### config.mk
export PLATFORM = sky130hd
export DESIGN_NAME = shift_right_unit_flat
export DESIGN_NICKNAME = d
export VERILOG_FILES = /design/src/rtl/proc_pkg.sv /design/src/rtl/shift_right_unit_if.sv /design/src/rtl/shift_right_unit_step.sv /design/src/rtl/shift_right_unit.sv /design/src/flat_wrapper.sv
export SDC_FILE = /design/constraint.sdc
export NUM_CORES = 1
export LEC_CHECK = 0
export CELL_PAD_IN_SITES_DETAIL_PLACEMENT = 0
export CELL_PAD_IN_SITES_GLOBAL_PLACEMENT = 2
export CORE_AREA = 8 8 99 101
export DETAILED_ROUTE_END_ITERATION = 10
export DIE_AREA = 0 0 107 109
export PLACE_DENSITY_LB_ADDON = 0.25
export SLEW_MARGIN = 10
export SYNTH_ARGS = -nofsm -noshare
export SYNTH_HDL_FRONTEND = slang
export SYNTH_SLANG_ARGS = --single-unit
### constraint.sdc
create_clock -name clk -period 4.9 [get_ports clk]
set_input_delay 1.47 -clock clk [delete_from_list [all_inputs] [get_ports clk]]
set_output_delay 1.47 -clock clk [all_outputs]
set_load 0.02 [all_outputs]
### src/rtl/proc_pkg.sv
// proc_pkg: shared FSM encoding, width default and STEP legality check for shift_right_unit
package proc_pkg;

    localparam int SR_DATA_W = 32;

    typedef enum logic [1:0] {
        SR_IDLE  = 2'd0,
        SR_SHIFT = 2'd1,
        SR_DONE  = 2'd2
    } sr_state_e;

    function automatic bit step_legal(input int step);
        return step == 1 || step == 2 || step == 4 || step == 8;
    endfunction

endpackage

### src/rtl/shift_right_unit_if.sv
// shift_right_unit_if: request/result bundle between the EX stage and the shift unit
interface shift_right_unit_if import proc_pkg::*; #(
    parameter int DATA_W  = SR_DATA_W,
    parameter int SHAMT_W = $clog2(DATA_W)
);
    logic               start;
    logic [DATA_W-1:0]  A;
    logic [SHAMT_W-1:0] shamt;
    logic               arith;
    logic               rot;
    logic [DATA_W-1:0]  Out;
    logic               busy;
    logic               done;

    modport master (output start, A, shamt, arith, rot, input Out, busy, done);
    modport slave  (input start, A, shamt, arith, rot, output Out, busy, done);
endinterface

### src/rtl/shift_right_unit_step.sv
// shift_step: combinational right shift of d by k (0..STEP) with zero, sign or rotate fill
module shift_step #(
    parameter int DATA_W = 32,
    parameter int STEP   = 1,
    parameter int KW     = $clog2(STEP + 1)
) (
    input  logic [DATA_W-1:0] d,
    input  logic [KW-1:0]     k,
    input  logic              arith,
    input  logic              rot,
    output logic [DATA_W-1:0] q
);
    logic [DATA_W-1:0] fill;

    // fill source: the operand itself for rotate, else a sign or zero word; rotate wins over arith
    always_comb begin
        fill = rot ? d : {DATA_W{arith & d[DATA_W-1]}};
        q = d;
        for (int i = 1; i <= STEP; i++)
            if (k == KW'(i)) q = (d >> i) | (fill << (DATA_W - i));
    end
endmodule

### src/rtl/shift_right_unit.sv
// shift_right_unit: multi-cycle SRL/SRA (ROTR when ROTATE_EN is defined), STEP bits per clock
module shift_right_unit import proc_pkg::*; #(
    parameter int DATA_W  = SR_DATA_W,
    parameter int SHAMT_W = $clog2(DATA_W),
    parameter int STEP    = 1
) (
    input logic              clk,
    input logic              rst,
    shift_right_unit_if.slave io
);
    localparam int KW = $clog2(STEP + 1);
`ifdef ROTATE_EN
    localparam bit ROT_EN = 1'b1;
`else
    localparam bit ROT_EN = 1'b0;
`endif

    if (!step_legal(STEP)) begin : g_bad_step
        $error("shift_right_unit: STEP must be 1, 2, 4 or 8");
    end
    if (SHAMT_W != $clog2(DATA_W)) begin : g_bad_shamt_w
        $error("shift_right_unit: SHAMT_W must equal clog2(DATA_W)");
    end

    sr_state_e          state;
    logic [SHAMT_W-1:0] count;
    logic [SHAMT_W-1:0] count_nx;
    logic [KW-1:0]      k;
    logic               arith_q;
    logic               rot_q;
    logic [DATA_W-1:0]  shifted;

    // this cycle's step is min(STEP, count), so the count lands exactly on zero
    always_comb begin
        k        = int'(count) >= STEP ? KW'(STEP) : KW'(count);
        count_nx = count - SHAMT_W'(k);
    end

    shift_step #(.DATA_W(DATA_W), .STEP(STEP)) u_step (
        .d     (io.Out),
        .k     (k),
        .arith (arith_q),
        .rot   (rot_q),
        .q     (shifted)
    );

    // IDLE -> SHIFT -> DONE -> IDLE with registered busy/done; Out doubles as the working register
    always_ff @(posedge clk) begin
        if (rst) begin
            state   <= SR_IDLE;
            io.Out  <= '0;
            io.busy <= 1'b0;
            io.done <= 1'b0;
            count   <= '0;
            arith_q <= 1'b0;
            rot_q   <= 1'b0;
        end else begin
            case (state)
                SR_IDLE: if (io.start) begin
                    io.Out  <= io.A;
                    count   <= io.shamt;
                    arith_q <= io.arith;
                    rot_q   <= ROT_EN & io.rot;
                    io.busy <= 1'b1;
                    io.done <= io.shamt == '0;
                    state   <= io.shamt == '0 ? SR_DONE : SR_SHIFT;
                end
                SR_SHIFT: begin
                    io.Out  <= shifted;
                    count   <= count_nx;
                    io.done <= count_nx == '0;
                    state   <= count_nx == '0 ? SR_DONE : SR_SHIFT;
                end
                SR_DONE: begin
                    io.done <= 1'b0;
                    io.busy <= 1'b0;
                    state   <= SR_IDLE;
                end
                default: state <= SR_IDLE;
            endcase
        end
    end
endmodule

### src/flat_wrapper.sv
// flat-port wrapper written by rule: the top's interface ports become plain ports
module shift_right_unit_flat import proc_pkg::*;
#(
    parameter int DATA_W  = SR_DATA_W,
    parameter int SHAMT_W = $clog2(DATA_W),
    parameter int STEP    = 1
)
  (clk, rst, io_start, io_A, io_shamt, io_arith, io_rot, io_Out, io_busy, io_done);
  shift_right_unit_if #(.DATA_W(DATA_W), .SHAMT_W(SHAMT_W)) io_i ();
  input logic clk;
  input logic rst;
  input wire logic [$bits(io_i.start)-1:0] io_start;
  input wire logic [$bits(io_i.A)-1:0] io_A;
  input wire logic [$bits(io_i.shamt)-1:0] io_shamt;
  input wire logic [$bits(io_i.arith)-1:0] io_arith;
  input wire logic [$bits(io_i.rot)-1:0] io_rot;
  output wire logic [$bits(io_i.Out)-1:0] io_Out;
  output wire logic [$bits(io_i.busy)-1:0] io_busy;
  output wire logic [$bits(io_i.done)-1:0] io_done;
  assign io_i.start = io_start;
  assign io_i.A = io_A;
  assign io_i.shamt = io_shamt;
  assign io_i.arith = io_arith;
  assign io_i.rot = io_rot;
  assign io_Out = io_i.Out;
  assign io_busy = io_i.busy;
  assign io_done = io_i.done;
  shift_right_unit #(.DATA_W(DATA_W), .SHAMT_W(SHAMT_W), .STEP(STEP)) u_core (.clk(clk), .rst(rst), .io(io_i));
endmodule
==> results by group <==
Outcome
  • Outcome: complete, no violations

Clocking
  • CTS Buf Count: 5
  • Clk_lat worst skew: 290 ps
  • # Post-CTS Setup Buffers: 0
  • Worst-path clk slew: 80 ps
  • Clock sink total: 42
  • Clock Tree Root: clkbuf_8
  • CTS Hold Bufs: 0
  • CTS tree: yes
  • Buffer depth of the longest clock path: 2
  • H-tree depth: 2
  • # resized after CTS: 0

Critical path
  • Worst path cell trace: clkdlybuf4s50_1 > mux2i_1 > a31oi_4 > buf_4 > nor2_1 > a211oi_1
  • Critical Path Stages: 6
  • Worst reg2reg path depth: 7
  • Worst-path maximum fanout: 26
  • Kind of start point of the critical path: primary input
  • CP max stage cell: clkdlybuf4s50_1
  • Reg2reg end: u_core.count[3]
  • Data arrival, critical path: 3560 ps
  • Reg-to-reg slack, setup: 2390 ps
  • Worst setup path startpoint: io_start
  • Critical Path End Type: flip-flop
  • Req. time, crit path: 5100 ps
  • Slowest Stage Delay on Critical Path: 570 ps
  • CP Class: primary input to flip-flop
  • CP delay by family, top: buffers and inverters
  • Buf/Inv on CP: 2
  • Worst setup path end: u_core.io.Out[29]
  • RR Startpoint: u_core.state[1]

Floorplanning
  • Die Footprint: 11,700 um^2
  • Die height: 109 um
  • Die Width: 107 um
  • Initial Utilization: 24.6%
  • Core area: 8380 um^2
  • Row Count: 34
  • Ports: 76

Finish
  • Antenna diode count: 0
  • Final net count: 342
  • Final std cells w/o fill: 404
  • Layout area overhead: 45.1%
  • Share of cells above drive strength 1: 6.76%

Routing
  • Vias: 1,850
  • Post-route ant nets: 0
  • Initial DRT Pass Iterations: 4
  • Via/cell ratio: 4.58
  • Total Wirelength: 6010 um
  • DRC: 0
  • Routed WL per cell: 14.9 um
  • Iter 0 DRT Violations: 54

Logic synthesis
  • Synth area leader: dfxtp_1
  • Synth async-reset ratio: 0%
  • Distinct cells, synth: 36
  • Yosys warns: 0
  • Number of synthesized register bits: 42
  • Dominant synthesized flop cell: dfxtp_1
  • Synth Area per Inst: 9.06 um^2
  • Synth top area share: 40.7%
  • Synth Cell Area: 2070 um^2
  • Post-synthesis sequential area ratio: 40.7%
  • Synth top area cells: dfxtp_1, mux2i_1, a211oi_1, nor2_1, ha_1
  • Post-synth EDFFs: 0
  • Syn nets: 275
  • Gate Count Post-Synth: 228

Timing
  • Tcrit/Tclk final: 68.6%
  • Least-Margin Pin Slew: 877 ps
  • Setup violators final: 0
  • Hold Vio Cnt, Final: 0
  • Setup_tns: 0 ps
  • RSZ-0062 raised after global routing: false
  • Max-slew violations: 0
  • Final Critical Period: 3360 ps
  • Worst relative slew slack: 41.5%
  • FMAX: 298 MHz
  • Setup Skew: 8.34 ps

Global routing
  • Vias in the first global route: 1,865
  • Tot GR Track Use: 10.1%
  • First-pass GRT wire length: 9450 um
  • Total gr overflow: 0
  • Initial antenna violation count: 0
  • Largest net degree at the start of global routing: 43

Pwr
  • Peak VDD IR: 0.208 mV
  • PD cells: 653 nW/um^2
  • Leakage: 1.08 nW
  • Final Total Pwr: 1.96 mW

Worst hold path
  • Hold WC Path Type: flip-flop to flip-flop
  • Min-Delay Startpoint: u_core.arith_q

Placed design
  • Detailed Place HPWL: 4130 um
  • Final GP Congestion: 0.749
  • Dpl cells: 396
  • I/O Buffers: 74

Flow run
  • Max Cap Viol: 0
==> area by class of cell <==
class	count	area [um^2]
multi-input combinational	164	1130
inverter	5	18.8
tap	108	135
sequential	42	841
timing repair buffer	77	758
fill	864	5380
clock buffer	8	110
==> registers in the layout (all words and copies together), names as in the netlist <==
| register | cells |
|---|---|
| u_core.io.Out | 32 |
| u_core.io.busy | 1 |
| u_core.arith_q | 1 |
| u_core.count | 5 |
| u_core.io.done | 1 |
| u_core.state | 2 |
==> per-layer routing <==
| layer | track usage, % | up-vias | routed length [um] |
|---|---|---|---|
| met5 | 0 | - | 0 |
| met1 | 12.0 | 841 | 2710 |
| met2 | 16.2 | 45 | 2780 |
| met3 | 4.55 | 4 | 468 |
| met4 | 3.02 | 0 | 52 |
| li1 | - | 960 | - |
==> worst min path at each step <==
stage               cells after the start  slack (ps)              to
finish                                  2         460  u_core.arith_q
global route                            2         510  u_core.arith_q
CTS                                     2         470  u_core.arith_q
detailed placement                      2         460  u_core.arith_q
global placement                        2         450  u_core.arith_q
floorplan                               2         440  u_core.arith_q
==> power breakdown <==
part	internal (mW)	switching, mW
combinational	0.496	0.596
sequential	0.482	0.117
clock	0.143	0.123
total	1.12	0.837
==> cells in the mapped netlist, types with 2 or more instances <==
cell type  instances
ha_1               5
o21ai_0            2
dfxtp_1           42
a211oi_1          34
o21a_1             2
inv_1              4
nand2_1           11
or2_2              2
a21oi_1            9
clkbuf_1           8
nand3_1            2
o211ai_1           3
mux2i_1           32
nor2_1            42
buf_2              8
nor3_1             2
==> cell families after synthesis <==
group,synth area share (%)
AND/OR/NAND/NOR,14.0
adder cells (fa/ha/maj),3.03
XOR/XNOR,0.848
flip-flops,40.7
multiplexers,16.2
AO/OA/AOI/OAI,20.7
buffers and inverters,4.48
==> worst register-to-register path: cells and delay by family, from the launching register on <==
kind	cells	cell delay, ps
flip-flops	1	340
AO/OA/AOI/OAI	3	790
buffers and inverters	3	1140
adder cells (fa/ha/maj)	1	180
==> per-stage QoR <==
step	hold WS [ps]	instance area, um^2	setup WS [ps]	utilization [%]
global route	512	3000	1360	35.8
detailed placement	456	2890	1210	34.5
CTS	469	3000	1530	35.8
finish	461	3000	1540	35.8
global placement	451	2890	1240	34.5
floorplan	437	2070	2460	-
==> placed cells by master, fill, tap and decap left out, drive strengths merged, types with 4 or more instances in the layout <==
cell type       n
clkdlybuf4s50  73
nand2          11
inv             4
a211oi         35
clkbuf          8
nor2           42
ha              5
mux2i          32
a21oi           9
dfxtp          42
buf             4
(Power assumes the default switching activity.)
